<file path="config.mk">
export PLATFORM = sky130hd
export DESIGN_NAME = fib_controller
export DESIGN_NICKNAME = d
export VERILOG_FILES = /design/src/rtl/fib_controller.sv
export SDC_FILE = /design/constraint.sdc
export NUM_CORES = 1
export LEC_CHECK = 0
export CAP_MARGIN = 40
export CELL_PAD_IN_SITES_DETAIL_PLACEMENT = 0
export CELL_PAD_IN_SITES_GLOBAL_PLACEMENT = 1
export CORE_MARGIN = 2
export CORE_UTILIZATION = 36
export CTS_BUF_LIST = sky130_fd_sc_hd__clkbuf_8
export DETAILED_ROUTE_END_ITERATION = 10
export GPL_TIMING_DRIVEN = 0
export PLACE_DENSITY_LB_ADDON = 0.1
export SLEW_MARGIN = 20
export SYNTH_ARGS = -nofsm -noshare
export SYNTH_HDL_FRONTEND = slang
export SYNTH_SLANG_ARGS = --single-unit
</file>
<file path="constraint.sdc">
create_clock -name clk -period 2.8 [get_ports clk]
set_input_delay 0.42 -clock clk [delete_from_list [all_inputs] [get_ports clk]]
set_output_delay 0.42 -clock clk [all_outputs]
set_load 0.01 [all_outputs]
</file>
<file path="src/rtl/fib_controller.sv">
// fib_controller: control FSM for a stack-based recursive Fibonacci datapath.
// The datapath (n, f, res, ret registers, ALU and call stack) is external; this
// block sequences it through descent, base case, and unwind/combine phases.
// Optional build macro: FIB_CTRL_OVF_CHECK_EN enables the call-depth overflow
// abort (err) at MAX_DEPTH stacked frames.
module fib_controller #(
  parameter int unsigned MAX_DEPTH = 10
) (
  input  logic       clk,
  input  logic       rst,
  input  logic       start,
  input  logic [7:0] n_req,
  input  logic       lt,
  input  logic [7:0] f,
  output logic       busy,
  output logic       done,
  output logic       err,
  output logic       push,
  output logic       pop,
  output logic       addsub,
  output logic       ress,
  output logic       resld,
  output logic       resrst,
  output logic       retld,
  output logic       retrst,
  output logic       ns,
  output logic       nld,
  output logic       nrst,
  output logic       fs,
  output logic       fld,
  output logic       frst,
  output logic [1:0] rets,
  output logic [1:0] addrs,
  output logic [1:0] addls,
  output logic [1:0] ss
);

  typedef enum logic [3:0] {
    IDLE, INIT, LOAD, TEST, BASE, PUSHF, PUSHN, PUSHR,
    DEC, RET, POPR, POPN, POPF, COMB, DONE
  } state_t;

  state_t     state, state_d;
  logic [7:0] load_cnt, load_cnt_d;
  logic [7:0] depth, depth_d;
  logic       ovf;
  logic       unused_f;

  assign unused_f = ^f[7:1];

`ifdef FIB_CTRL_OVF_CHECK_EN
  logic err_q;

  assign ovf = !lt && (depth == 8'(MAX_DEPTH));
  assign err = err_q;

  // Overflow flag: cleared by an accepted start, set when TEST aborts on depth.
  always_ff @(posedge clk or negedge rst) begin
    if (!rst) begin
      err_q <= 1'b0;
    end else if (state == IDLE && start) begin
      err_q <= 1'b0;
    end else if (state == TEST && ovf) begin
      err_q <= 1'b1;
    end
  end
`else
  logic unused_cap;

  assign ovf        = 1'b0;
  assign err        = 1'b0;
  assign unused_cap = (depth == 8'(MAX_DEPTH));
`endif

  // State, load counter and frame depth registers.
  always_ff @(posedge clk or negedge rst) begin
    if (!rst) begin
      state    <= IDLE;
      load_cnt <= '0;
      depth    <= '0;
    end else begin
      state    <= state_d;
      load_cnt <= load_cnt_d;
      depth    <= depth_d;
    end
  end

  // Next-state, counter updates and datapath control decode.
  always_comb begin
    state_d    = state;
    load_cnt_d = load_cnt;
    depth_d    = depth;
    busy       = 1'b1;
    done       = 1'b0;
    push       = 1'b0;
    pop        = 1'b0;
    addsub     = 1'b0;
    ress       = 1'b0;
    resld      = 1'b0;
    resrst     = 1'b0;
    retld      = 1'b0;
    retrst     = 1'b0;
    ns         = 1'b0;
    nld        = 1'b0;
    nrst       = 1'b0;
    fs         = 1'b0;
    fld        = 1'b0;
    frst       = 1'b0;
    rets       = 2'd0;
    addrs      = 2'd0;
    addls      = 2'd0;
    ss         = 2'd0;
    unique case (state)
      IDLE: begin
        busy = 1'b0;
        if (start) begin
          state_d    = INIT;
          load_cnt_d = n_req;
          depth_d    = '0;
        end
      end
      INIT: begin
        nrst    = 1'b1;
        frst    = 1'b1;
        resrst  = 1'b1;
        retrst  = 1'b1;
        state_d = LOAD;
      end
      // n is built up by repeated increments from zero.
      LOAD: begin
        if (load_cnt != '0) begin
          nld        = 1'b1;
          addls      = 2'd1;
          addrs      = 2'd2;
          load_cnt_d = load_cnt - 8'd1;
        end else begin
          state_d = TEST;
        end
      end
      TEST: begin
        if (ovf)     state_d = DONE;
        else if (lt) state_d = BASE;
        else         state_d = PUSHF;
      end
      BASE: begin
        retld   = 1'b1;
        state_d = RET;
      end
      PUSHF: begin
        push    = 1'b1;
        state_d = PUSHN;
      end
      PUSHN: begin
        push    = 1'b1;
        ss      = 2'd1;
        state_d = PUSHR;
      end
      PUSHR: begin
        push    = 1'b1;
        ss      = 2'd2;
        depth_d = depth + 8'd1;
        state_d = DEC;
      end
      // f[0] selects which recursive call is being made: n-1 first, then n-2.
      DEC: begin
        nld     = 1'b1;
        addls   = 2'd1;
        addsub  = 1'b1;
        addrs   = f[0] ? 2'd3 : 2'd2;
        frst    = 1'b1;
        state_d = TEST;
      end
      RET: begin
        state_d = (depth == '0) ? DONE : POPR;
      end
      POPR: begin
        pop     = 1'b1;
        ress    = 1'b1;
        resld   = 1'b1;
        state_d = POPN;
      end
      POPN: begin
        pop     = 1'b1;
        ns      = 1'b1;
        nld     = 1'b1;
        state_d = POPF;
      end
      POPF: begin
        pop     = 1'b1;
        fs      = 1'b1;
        fld     = 1'b1;
        if (depth != '0) depth_d = depth - 8'd1;
        state_d = COMB;
      end
      // After the first call, stash its result and re-enter for n-2;
      // after the second, sum both results and return.
      COMB: begin
        if (!f[0]) begin
          resld   = 1'b1;
          addrs   = 2'd1;
          fld     = 1'b1;
          state_d = PUSHF;
        end else begin
          retld   = 1'b1;
          rets    = 2'd1;
          addls   = 2'd2;
          addrs   = 2'd1;
          state_d = RET;
        end
      end
      DONE: begin
        done    = 1'b1;
        state_d = IDLE;
      end
      default: begin
        busy    = 1'b0;
        state_d = IDLE;
      end
    endcase
  end

endmodule

</file>
==> results of run 1 <==
-- power by group --
part / switching [W] / internal, W / total [W]
Combinational: 0.000800 / 0.000661 / 0.00146
Sequential: 0.000114 / 0.000413 / 0.000526
Clock: 0.000103 / 0.000191 / 0.000293
-- synthesized netlist by cell type (2+ instances only) --
| cell type | n |
|---|---|
| sky130_fd_sc_hd__nand4_1 | 3 |
| sky130_fd_sc_hd__xnor2_1 | 3 |
| sky130_fd_sc_hd__o31ai_1 | 3 |
| sky130_fd_sc_hd__and2_1 | 3 |
| sky130_fd_sc_hd__buf_2 | 4 |
| sky130_fd_sc_hd__inv_1 | 9 |
| sky130_fd_sc_hd__nor4_1 | 3 |
| sky130_fd_sc_hd__a21o_1 | 4 |
| sky130_fd_sc_hd__ha_1 | 5 |
| sky130_fd_sc_hd__o22ai_1 | 2 |
| sky130_fd_sc_hd__nor3_1 | 7 |
| sky130_fd_sc_hd__or3_1 | 4 |
| sky130_fd_sc_hd__a31oi_1 | 5 |
| sky130_fd_sc_hd__o21a_1 | 2 |
| sky130_fd_sc_hd__nand2_1 | 12 |
| sky130_fd_sc_hd__nand2b_1 | 7 |
| sky130_fd_sc_hd__dfrtp_1 | 20 |
| sky130_fd_sc_hd__o21ai_0 | 20 |
| sky130_fd_sc_hd__a22o_1 | 5 |
| sky130_fd_sc_hd__or2_2 | 5 |
| sky130_fd_sc_hd__nor3b_1 | 3 |
| sky130_fd_sc_hd__and3_1 | 3 |
| sky130_fd_sc_hd__buf_4 | 5 |
| sky130_fd_sc_hd__o21ai_1 | 2 |
| sky130_fd_sc_hd__clkbuf_1 | 12 |
| sky130_fd_sc_hd__a2111o_1 | 2 |
| sky130_fd_sc_hd__a21oi_1 | 16 |
| sky130_fd_sc_hd__a31oi_2 | 2 |
| sky130_fd_sc_hd__nor2_1 | 35 |
| sky130_fd_sc_hd__o21bai_1 | 2 |
| sky130_fd_sc_hd__nand3_1 | 4 |
-- cell families after synthesis --
| kind of cell | Yosys count |
|---|---|
| other cells | 1 |
| fa+ha+maj | 6 |
| simple gates | 97 |
| xor+xnor | 3 |
| compound gates | 75 |
| buf+inv | 31 |
| flops | 20 |
-- metrics by stage --
step / instances / total power [W]
2_1_floorplan: 234 / 0.00149
3_3_place_gp: 323 / 0.00196
3_5_place_dp: 324 / 0.00196
4_1_cts: 329 / 0.00229
5_1_grt: 329 / 0.00249
6_report: 329 / 0.00228
-- registers in the layout, indices dropped and copies added (netlist names) --
register / count
depth: 8
load_cnt: 8
state: 4
-- layout make-up --
| cell class | count | area, µm² | area share (%) |
|---|---|---|---|
| timing repair buffer | 37 | 372 | 16.3 |
| sequential | 20 | 500 | 21.9 |
| clock buffer | 3 | 41.3 | 1.81 |
| buffer | 22 | 121 | 5.31 |
| tap | 54 | 67.6 | 2.96 |
| clock inverter | 1 | 30.0 | 1.31 |
| multi-input combinational | 183 | 1120 | 49.0 |
| inverter | 9 | 33.8 | 1.48 |
-- repair_timing --
action | in CTS | in global routing
resized for setup | 2 | 11
setup endpoints to repair | 3 | 5
gates cloned | 0 | 0
buffers inserted | 1 | 0
-- worst max path at each step --
stage          endpoint  slack (ns)  cells past startpoint
6_report       addls[0]        0.12                      6
5_1_grt        depth[6]      -0.005                      9
4_1_cts             fld        0.01                      5
3_5_place_dp   depth[6]        0.04                     10
3_3_place_gp   depth[6]        0.02                     10
2_1_floorplan  depth[6]        0.38                     10
-- critical path: stages, from the launching register on --
cell,delay (ns)
sky130_fd_sc_hd__dfrtp_1,0.38
sky130_fd_sc_hd__buf_6,0.13
sky130_fd_sc_hd__or4b_1,0.47
sky130_fd_sc_hd__buf_4,0.19
sky130_fd_sc_hd__a31oi_4,0.17
sky130_fd_sc_hd__or2_2,0.14
sky130_fd_sc_hd__clkdlybuf4s50_1,0.52
-- layer usage --
metal	up-vias	global-route usage, %	wire length (µm)
li1	918	-	-
met1	847	24.2	2280
met2	36	28.0	2110
met3	4	2.61	170
met4	0	7.07	40
met5	-	0	0
==> metrics.md, run 1 <==
| Metric | Value |
|---|---|
| Outcome | `complete, no violations` |
| Worst-case register-to-register setup slack | `0.15 ns` |
| Detailed-route vias per instance | `5.49` |
| Leading cell type in the layout, fill and taps excluded | `sky130_fd_sc_hd__nor2_1` |
| DR pass1 iterations | `4` |
| Die Wd | `~74 µm` |
| Post-synthesis async set-or-reset flop share | `100%` |
| Count of H-tree levels built during CTS | `1` |
| Startpoint of the worst-slack reg-to-reg timing path | `state[1]` |
| Number of global-route vias before repair | `1614` |
| Number of unique standard cell types used by synthesis | `52` |
| Prevailing post-synth register cell | `sky130_fd_sc_hd__dfrtp_1` |
| Max Buffers Root-to-Sink | `2` |
| Fin. Hold Viols | `0` |
| Synth Area per Inst | `between 7 and 8 µm²` |
| Register bit count reported by yosys | `20` |
| Count of nets left with antenna violations after detail routing | `0` |
| Final antenna diode count | `0` |
| Dominant cells by area after synthesis | `sky130_fd_sc_hd__dfrtp_1, sky130_fd_sc_hd__nor2_1, sky130_fd_sc_hd__o21ai_0, sky130_fd_sc_hd__a21oi_1, sky130_fd_sc_hd__ha_1` |
| Overall die area | `5420 µm²` |
| Core area | `4690 µm²` |
| Worst Hold Path EP | `load_cnt[1]` |
| Maximum Capacitance Violations | `0` |
| Half-perimeter wire length of the detailed placement result | `3.46 mm` |
| Fraction of the cycle the final worst path needs | `95.8%` |
| Fraction of the core area covered by cells at the end of the flow | `~50%` |
| Leakage Power | `0.998 nW` |
| Number of buffers inserted for hold repair after clock tree synthesis | `0` |
| Fraction of the mapped netlist area in compound gates | `28.4%` |
| Adder and majority gate portion of the synthesized area | `4.16%` |
| Transition at the pin with the smallest max-transition slack | `roughly 0.63 ns` |
| Post-route worst setup slack | `~0.12 ns` |
| Total length of routed wires | `4.60 mm` |
| Vias after detailed routing | `1805` |
| Share of Yosys cell area claimed by the top area cell type | `between 20 and 30%` |
| Hold/Removal Path Class | `reg2reg` |
| Cell area after technology mapping | `approximately 1700 µm²` |
| Endpoint of the worst-slack reg-to-reg timing path | `depth[6]` |
| Setup Viol. Count Final | `0` |
| Area added between synthesis and finish | `31.0%` |
| GRT overflow | `0` |
| Critical path data arrival time | `2.26 ns` |
| Worst hold start | `load_cnt[1]` |
| Placed instance area | `between 2000 and 2500 µm²` |
| Number of fillers in the final layout | `504` |
| CTS root buffer | `sky130_fd_sc_hd__clkbuf_8` |
| Layout cells sized above 1 | `10.9%` |
| Simple-gate share of the synthesized area | `28.6%` |
| Net count of the finished layout | `301` |
| Largest driver fanout on the critical path | `10` |
| Average wire per cell in the routed design | `14.0 µm` |
| Fraction of the yosys area taken by sequential cells | `28.7%` |
| Number of DRC violations after detailed routing | `0` |
| Highest-count cells in the layout ignoring fill and taps | `sky130_fd_sc_hd__nor2_1, sky130_fd_sc_hd__clkdlybuf4s50_1, sky130_fd_sc_hd__o21ai_0, sky130_fd_sc_hd__dfrtp_1, sky130_fd_sc_hd__a21oi_1` |
| Boundary Pins | `45` |
| Sum Neg Setup Slack | `0 ns` |
| Synthesized netlist cell count | `233` |
| Nature of the critical path startpoint | `register` |
| Final critical delay including setup and external delays | `2.68 ns` |
| Worst hold slack | `0.513 ns` |
| CTS tree | `yes` |
| GPL Wtd Cong | `~0.78` |
| Initial antenna violation count | `0` |
| Violation count after the first detailed-route iteration | `81` |
| Peak supply drop | `0.347 mV` |
| CP Capture Type | `primary output` |
| Max-slew headroom | `58.1%` |
| Mux share of post-synthesis cell area | `0%` |
| Warnings, synthesis | `0` |
| Synth area leader | `sky130_fd_sc_hd__dfrtp_1` |
| Minimum setup slack after placement | `0.0445 ns` |
| Port Buffer Count | `35` |
| Max Slew Vio Count | `0` |
| First-pass GRT wire length | `7.54 mm` |
| Number of flops mapped to enable cells by yosys | `0` |
| Clock slew at the register clock pins of the worst setup and hold paths | `about 0.080 ns` |
| Largest family of logic cells by synthesized area | `simple AND/OR/NAND/NOR gates` |
| Xor and xnor area share after synthesis | `1.51%` |
| Total power per unit cell area | `between 900 and 1000 nW/µm²` |
| Clock net sink count | `20` |
| CTS buffer count | `3` |
| Pin count of the biggest net entering global routing | `13` |
| Die span in y | `about 74 µm` |
| Combined global-route utilization of all metal layers | `between 10% and 20%` |
| Clock latency of the later-clocked register in the worst-skew pair | `~0.26 ns` |
| Crit Path Category | `reg2out` |
| Worst Hold Depth | `2` |
| Data required time at the worst endpoint | `2.38 ns` |
| CP Launch Point | `state[0]` |
| Initial core utilization | `a little under two fifths` |
| Highest clock frequency the design can meet | `between 300 and 400 MHz` |
| Site Rows | `25` |
| Finished Cell Area | `2280 µm²` |
| Worst Skew | `0.00235 ns` |
| Depth of the worst register-to-register path | `9` |
Power figures use the tool's default switching activity.
==> inputs of run 2 (changes only) <==
--- a/config.mk
+++ b/config.mk
@@ -5,7 +5,6 @@
 export SDC_FILE = /design/constraint.sdc
 export NUM_CORES = 1
 export LEC_CHECK = 0
-export CAP_MARGIN = 40
 export CELL_PAD_IN_SITES_DETAIL_PLACEMENT = 0
 export CELL_PAD_IN_SITES_GLOBAL_PLACEMENT = 1
 export CORE_MARGIN = 2
==> run 2 against run 1 <==
  * Final area down 0.66%
  * Register-to-register slack improved by 0.02 ns
  * Clock skew down 0.00089 ns
  * Cell count is 0.61% lower
  * Hold slack lost 0.40 ns
  * Global-route usage up 0.16 points
  * Critical path depth stayed put
  * Sequential share of layout area increased by 0.14 points
  * Critical endpoint is now nld
  * Largest power group unchanged
==> metrics.md, run 2 (synthesis results as in run 1) <==
| Metric | Value |
|---|---|
| Proportion of power drawn by flip-flops and latches | `23.3% (was 23.1%)` |
| Worst Skew | `0.00146 ns (was 0.00235 ns)` |
| Number of global-route vias before repair | `1605 (was 1614)` |
| Initial antenna violation count | `0 (unchanged)` |
| Transition at the pin with the smallest max-transition slack | `0.635 ns (was 0.627 ns)` |
| Worst-path cell with the longest stage delay | `sky130_fd_sc_hd__clkdlybuf4s50_1 (unchanged)` |
| Critical path cell sequence | `buf_6, or4b_1, buf_4, a31oi_4, or3_1, clkdlybuf4s50_1 (was buf_6, or4b_1, buf_4, a31oi_4, or2_2, clkdlybuf4s50_1)` |
| Half-perimeter wire length of the detailed placement result | `3.40 mm (was 3.46 mm)` |
| Data required time at the worst endpoint | `2.38 ns (about the same)` |
| Total power per unit cell area | `1000 nW/µm² (was 998 nW/µm²)` |
| Footprint of the flip-flops and latches | `500 µm² (unchanged)` |
| Detailed-route vias per instance | `5.52 (was 5.49)` |
| Average wire per cell in the routed design | `14.2 µm (was 14.0 µm)` |
| GRT overflow | `0 (unchanged)` |
| Switching component of the power | `0.00102 W (about the same)` |
| Peak supply drop | `0.345 mV (was 0.347 mV)` |
| Count of nets left with antenna violations after detail routing | `0 (unchanged)` |
| Number of DRC violations after detailed routing | `0 (unchanged)` |
| Nature of the critical path startpoint | `register (unchanged)` |
| Clock latency of the later-clocked register in the worst-skew pair | `0.26 ns (about the same)` |
| Vias after detailed routing | `1805 (unchanged)` |
| Overall die area | `5420 µm² (unchanged)` |
| Area used by multi-input combinational logic | `1120 µm² (about the same)` |
| Site Rows | `25 (unchanged)` |
| Highest-count cells in the layout ignoring fill and taps | `sky130_fd_sc_hd__nor2_1, sky130_fd_sc_hd__clkdlybuf4s50_1, sky130_fd_sc_hd__o21ai_0, sky130_fd_sc_hd__dfrtp_1, sky130_fd_sc_hd__a21oi_1 (unchanged)` |
| First-pass GRT wire length | `7.56 mm (was 7.54 mm)` |
| Worst-case register-to-register setup slack | `0.17 ns (was 0.15 ns)` |
| Combined global-route utilization of all metal layers | `17.9% (was 17.7%)` |
| GPL Wtd Cong | `0.778 (unchanged)` |
| Boundary Pins | `45 (unchanged)` |
| Port Buffer Count | `35 (unchanged)` |
| Leakage Power | `0.998 nW (about the same)` |
| Total length of routed wires | `4.64 mm (was 4.60 mm)` |
| Number of fillers in the final layout | `509 (was 504)` |
| CP Launch Point | `state[0] (unchanged)` |
| Violation count after the first detailed-route iteration | `120 (was 81)` |
| PnR Total Power | `0.00227 W (was 0.00228 W)` |
| Initial core utilization | `37.2% (unchanged)` |
| Largest registers | `depth x8, load_cnt x8, state x4 (unchanged)` |
| Leading cell type in the layout, fill and taps excluded | `sky130_fd_sc_hd__nor2_1 (unchanged)` |
| Fraction of the cycle the final worst path needs | `96.5% (was 95.8%)` |
| Die Wd | `73.6 µm (unchanged)` |
| Max Buffers Root-to-Sink | `2 (unchanged)` |
| RSZ-0062 raised after global routing | `false` |
| Crit-path leading delay family | `buffers and inverters (unchanged)` |
| Minimum setup slack after placement | `-0.00168 ns (was 0.0445 ns)` |
| Finished Cell Area | `2270 µm² (was 2280 µm²)` |
| Fin. Hold Viols | `0 (unchanged)` |
| Largest driver fanout on the critical path | `10 (unchanged)` |
| Critical path data arrival time | `2.28 ns (was 2.26 ns)` |
| Clock net sink count | `20 (unchanged)` |
| CTS root buffer | `sky130_fd_sc_hd__clkbuf_8 (unchanged)` |
| Area added between synthesis and finish | `30.1% (was 31.0%)` |
| Die span in y | `73.6 µm (unchanged)` |
| Max Slew Vio Count | `0 (unchanged)` |
| Core area | `4690 µm² (unchanged)` |
| Number of buffers and inverters on the critical path | `3 (unchanged)` |
| CTS buffer count | `3 (unchanged)` |
| Hold/Removal Path Class | `in2async (was reg2reg)` |
| Layout cells sized above 1 | `10.6% (was 10.9%)` |
| Max stage delay on crit path | `0.53 ns (was 0.52 ns)` |
| Outcome | `complete, no violations (unchanged)` |
| Clock slew at the register clock pins of the worst setup and hold paths | `0.08 ns (about the same)` |
| Final critical delay including setup and external delays | `2.70 ns (was 2.68 ns)` |
| Setup Viol. Count Final | `0 (unchanged)` |
| Share of total power in the clock network | `12.9% (about the same)` |
| Post-route worst setup slack | `0.0975 ns (was 0.117 ns)` |
| Net count of the finished layout | `299 (was 301)` |
| Placed instance area | `2170 µm² (was 2180 µm²)` |
| Startpoint of the worst-slack reg-to-reg timing path | `state[0] (was state[1])` |
| Power share of the combinational group | `63.8% (was 64.1%)` |
| DR pass1 iterations | `5 (was 4)` |
| Final antenna diode count | `0 (unchanged)` |
| CP Capture Type | `primary output (unchanged)` |
| Max-slew headroom | `57.3% (was 58.1%)` |
| Sw frac | `44.9% (was 44.6%)` |
| Count of H-tree levels built during CTS | `1 (unchanged)` |
| Cell-internal power | `0.00125 W (was 0.00126 W)` |
| Highest clock frequency the design can meet | `370 MHz (was 373 MHz)` |
| Maximum Capacitance Violations | `0 (unchanged)` |
| CTS tree | `yes (unchanged)` |
| Crit Path Category | `reg2out (unchanged)` |
| Pin count of the biggest net entering global routing | `21 (was 13)` |
[run 2: final timing paths]
| path | end | cells after the start |
|---|---|---|
| max | nld | 6 |
| min | depth[7] | 1 |
| max reg2reg | depth[6] | 10 |
| min reg2reg | load_cnt[1] | 2 |
| max in group asynchronous | depth[4] | 1 |
| min in group clk | load_cnt[1] | 2 |
[run 2: per-stage QoR]
| stage | setup TNS [ns] | util [%] | cells | hold slack, ns |
|---|---|---|---|---|
| after floorplan | 0 | - | 234 | 0.124 |
| after global placement | 0 | 46.2 | 323 | 0.498 |
| after detailed placement | -0.00168 | 46.2 | 323 | 0.505 |
| after CTS | -0.0155 | 48.0 | 327 | 0.525 |
| after global routing | 0 | 48.4 | 327 | 0.155 |
| final | 0 | 48.4 | 327 | 0.117 |
[run 2: layer usage]
metal	global-route usage, %	part of all wire [%]	wire length, µm
met4	6.67	1.1	49
met1	24.2	48	2220
met3	2.61	4.9	226
met2	28.8	46	2140
met5	0	0	0
[run 2: what timing repair did]
action                                  in CTS  in global routing
endpoints found under the setup margin       4                  6
endpoints found under the hold margin        0                  0
gates resized for setup                      4                  9
hold buffers                                 0                  0
setup buffers                                0                  0
[run 2: area by class of cell]
cell class / instances / share of cell area, %
Buffer: 22 / 5.40
Clock buffer: 3 / 1.82
Clock inverter: 1 / 1.32
Inverter: 9 / 1.49
Multi-Input combinational cell: 183 / 49.5
Sequential cell: 20 / 22.1
Tap cell: 54 / 2.98
Timing Repair Buffer: 35 / 15.4
[run 2: power by group through the flow]
stage,Clock [W],Sequential (W),Combinational (W)
after detailed placement,0,0.000530,0.00143
after global routing,0.000312,0.000548,0.00162
after floorplan,0,0.000495,0.000992
final,0.000294,0.000530,0.00145
after CTS,0.000305,0.000522,0.00146
after global placement,0,0.000528,0.00143
==> inputs of run 3 (changes only) <==
--- a/config.mk
+++ b/config.mk
@@ -5,6 +5,7 @@
 export SDC_FILE = /design/constraint.sdc
 export NUM_CORES = 1
 export LEC_CHECK = 0
+export CAP_MARGIN = 20
 export CELL_PAD_IN_SITES_DETAIL_PLACEMENT = 0
 export CELL_PAD_IN_SITES_GLOBAL_PLACEMENT = 1
 export CORE_MARGIN = 2
@@ -12,7 +13,7 @@
 export CTS_BUF_LIST = sky130_fd_sc_hd__clkbuf_8
 export DETAILED_ROUTE_END_ITERATION = 10
 export GPL_TIMING_DRIVEN = 0
-export PLACE_DENSITY_LB_ADDON = 0.1
+export PLACE_DENSITY_LB_ADDON = 0.2
 export SLEW_MARGIN = 20
 export SYNTH_ARGS = -nofsm -noshare
 export SYNTH_HDL_FRONTEND = slang
==> run 3 against run 2 <==
  * Global-route usage down 0.38 points
  * Cell count stayed put
  * Count of clock-buffer cells in the layout did not move
  * Critical path type unchanged
  * Largest power group unchanged
==> metrics.md, run 3 (synthesis results as in run 1) <==
| Metric | Value |
|---|---|
| Outcome | `complete, no violations (unchanged)` |
| Number of global-route vias before repair | `1592 (was 1605)` |
| Sum of routed wire segments on met1 | `2.32 mm (was 2.22 mm)` |
| Power share of the combinational group | `64.0% (was 63.8%)` |
| Switching component of the power | `0.00102 W (about the same)` |
| Cell-internal power | `0.00126 W (was 0.00125 W)` |
| Fraction of the cycle the final worst path needs | `96.7% (was 96.5%)` |
| Die Wd | `73.6 µm (unchanged)` |
| Total length of routed wires | `4.59 mm (was 4.64 mm)` |
| DR pass1 iterations | `4 (was 5)` |
| Final antenna diode count | `0 (unchanged)` |
| Detailed-route vias per instance | `5.34 (was 5.52)` |
| Worst Hold Depth | `2` |
| Die span in y | `73.6 µm (unchanged)` |
| Site Rows | `25 (unchanged)` |
| Nature of the critical path startpoint | `register (unchanged)` |
| Total power per unit cell area | `1000 nW/µm² (about the same)` |
| Leakage Power | `0.985 nW (was 0.998 nW)` |
| Fin. Hold Viols | `0 (unchanged)` |
| Worst Skew | `0.00724 ns (was 0.00146 ns)` |
| Leading cell type in the layout, fill and taps excluded | `sky130_fd_sc_hd__nor2_1 (unchanged)` |
| Startpoint of the worst-slack reg-to-reg timing path | `state[0] (unchanged)` |
| Layout cells sized above 1 | `10.3% (was 10.6%)` |
| Area added between synthesis and finish | `30.2% (was 30.1%)` |
| Half-perimeter wire length of the detailed placement result | `3.34 mm (was 3.40 mm)` |
| Hold/Removal Path Class | `reg2reg (was in2async)` |
| Depth of the worst register-to-register path | `10 (unchanged)` |
| Combined global-route utilization of all metal layers | `17.5% (was 17.9%)` |
| Fraction of the core area covered by cells at the end of the flow | `48.4% (about the same)` |
| PnR Total Power | `0.00228 W (was 0.00227 W)` |
| Transition at the pin with the smallest max-transition slack | `0.975 ns (was 0.635 ns)` |
| CP Capture Type | `primary output (unchanged)` |
| Clock slew at the register clock pins of the worst setup and hold paths | `0.08 ns (about the same)` |
| Vias after detailed routing | `1746 (was 1805)` |
| Highest-count cells in the layout ignoring fill and taps | `sky130_fd_sc_hd__nor2_1, sky130_fd_sc_hd__clkdlybuf4s50_1, sky130_fd_sc_hd__o21ai_0, sky130_fd_sc_hd__dfrtp_1, sky130_fd_sc_hd__a21oi_1 (unchanged)` |
| Sw frac | `44.6% (was 44.9%)` |
| Maximum Capacitance Violations | `0 (unchanged)` |
| Top Layer Used | `met4 (unchanged)` |
| Net count of the finished layout | `299 (unchanged)` |
| Max Buffers Root-to-Sink | `2 (unchanged)` |
| Port Buffer Count | `35 (unchanged)` |
| Endpoint of the worst-slack reg-to-reg timing path | `depth[6] (unchanged)` |
| GRT overflow | `0 (unchanged)` |
| CTS buffer count | `3 (unchanged)` |
| GPL Wtd Cong | `0.835 (was 0.778)` |
| Setup Viol. Count Final | `0 (unchanged)` |
| RSZ-0062 raised after global routing | `false (unchanged)` |
| Highest clock frequency the design can meet | `369 MHz (was 370 MHz)` |
| Critical path data arrival time | `2.29 ns (was 2.28 ns)` |
| Violation count after the first detailed-route iteration | `65 (was 120)` |
| Share of total power in the clock network | `13.0% (was 12.9%)` |
| Placed instance area | `2170 µm² (unchanged)` |
| Wire length on met3 | `150 µm (was 226 µm)` |
| Count of nets left with antenna violations after detail routing | `0 (unchanged)` |
| Count of H-tree levels built during CTS | `1 (unchanged)` |
| Largest registers | `depth x8, load_cnt x8, state x4 (unchanged)` |
| Boundary Pins | `45 (unchanged)` |
| Max Slew Vio Count | `0 (unchanged)` |
| Met2 routed wirelength | `2.11 mm (was 2.14 mm)` |
| Post-route worst setup slack | `0.0931 ns (was 0.0975 ns)` |
| Overall die area | `5420 µm² (unchanged)` |
| Pin count of the biggest net entering global routing | `21 (unchanged)` |
| Initial core utilization | `37.2% (unchanged)` |
| Data required time at the worst endpoint | `2.38 ns (about the same)` |
| Clock latency of the later-clocked register in the worst-skew pair | `0.26 ns (about the same)` |
| Minimum setup slack after placement | `0.0518 ns (was -0.00168 ns)` |
| Initial antenna violation count | `0 (unchanged)` |
| CTS root buffer | `sky130_fd_sc_hd__clkbuf_8 (unchanged)` |
| First-pass GRT wire length | `7.58 mm (was 7.56 mm)` |
| Core area | `4690 µm² (unchanged)` |
| Max-slew headroom | `34.8% (was 57.3%)` |
| Proportion of power drawn by flip-flops and latches | `23.0% (was 23.3%)` |
| Finished Cell Area | `2270 µm² (about the same)` |
| Peak supply drop | `0.346 mV (was 0.345 mV)` |
| CP Launch Point | `state[0] (unchanged)` |
| Critical path endpoint | `addls[0] (was nld)` |
| Number of fillers in the final layout | `481 (was 509)` |
| Average wire per cell in the routed design | `14.0 µm (was 14.2 µm)` |
| Largest driver fanout on the critical path | `10 (unchanged)` |
| Final critical delay including setup and external delays | `2.71 ns (was 2.70 ns)` |
| Number of DRC violations after detailed routing | `0 (unchanged)` |
| Clock net sink count | `20 (unchanged)` |
| CTS tree | `yes (unchanged)` |
| Worst-case register-to-register setup slack | `0.14 ns (was 0.17 ns)` |
| Crit Path Category | `reg2out (unchanged)` |
run 3: cell count changes in the layout (fill, tap and decap cells not counted):
cell                              previous run  this run
sky130_fd_sc_hd__clkbuf_2                    2         3
sky130_fd_sc_hd__clkdlybuf4s50_1            32        34
sky130_fd_sc_hd__buf_2                       4         2
sky130_fd_sc_hd__nor3b_1                     2         3
sky130_fd_sc_hd__clkbuf_1                    9         8
sky130_fd_sc_hd__dlymetal6s2s_1              2         1
sky130_fd_sc_hd__buf_4                       6         7
sky130_fd_sc_hd__nor3b_2                     1         0
run 3: layout make-up:
type                    instances  area [µm²]  area share, %
repair buffers                 36         360           15.9
clock inverters                 1        30.0           1.32
flip-flops and latches         20         500           22.0
multi-input cells             183        1120           49.3
clock buffers                   3        41.3           1.82
well taps                      54        67.6           2.98
plain buffers                  21         119           5.23
inverters                       9        33.8           1.49
run 3: per-layer routing:
metal,track usage [%],vias to the layer above
li1,-,919
met1,24.3,802
met2,29.4,23
met3,3.02,2
met4,1.82,0
met5,0,-
run 3: worst min-delay path by stage:
| stage | startpoint | end |
|---|---|---|
| floorplan | rst | depth[0] |
| global placement | load_cnt[1] | load_cnt[1] |
| detailed placement | load_cnt[1] | load_cnt[1] |
| CTS | load_cnt[1] | load_cnt[1] |
| global route | depth[5] | depth[5] |
| finish | load_cnt[1] | load_cnt[1] |
run 3: power groups by stage:
stage	registers (W)	logic [W]	clock network (W)
6_report	0.000525	0.00146	0.000296
5_1_grt	0.000545	0.00163	0.000311
4_1_cts	0.000521	0.00145	0.000306
3_5_place_dp	0.000526	0.00143	0
3_3_place_gp	0.000525	0.00143	0
2_1_floorplan	0.000495	0.000992	0
run 3: worst max-delay path, cell delays in order (launching register included):
cell                              delay [ns]
sky130_fd_sc_hd__dfrtp_1                0.38
sky130_fd_sc_hd__buf_6                  0.13
sky130_fd_sc_hd__or4b_1                 0.46
sky130_fd_sc_hd__buf_4                  0.19
sky130_fd_sc_hd__a31oi_4                0.18
sky130_fd_sc_hd__or2_2                  0.15
sky130_fd_sc_hd__clkdlybuf4s50_1        0.53
run 3: through the flow:
| step | setup TNS [ns] | hold WS, ns | cells |
|---|---|---|---|
| finish | 0 | 0.524 | 327 |
| global route | 0 | 0.591 | 327 |
| CTS | -0.0168 | 0.532 | 327 |
| detailed placement | 0 | 0.511 | 323 |
| global placement | 0 | 0.500 | 323 |
| floorplan | 0 | 0.124 | 234 |
run 3: what timing repair did:
action | in CTS | in global routing
buffers inserted | 0 | 1
hold buffers | 0 | 0
setup endpoints to repair | 3 | 5
resized for setup | 3 | 8
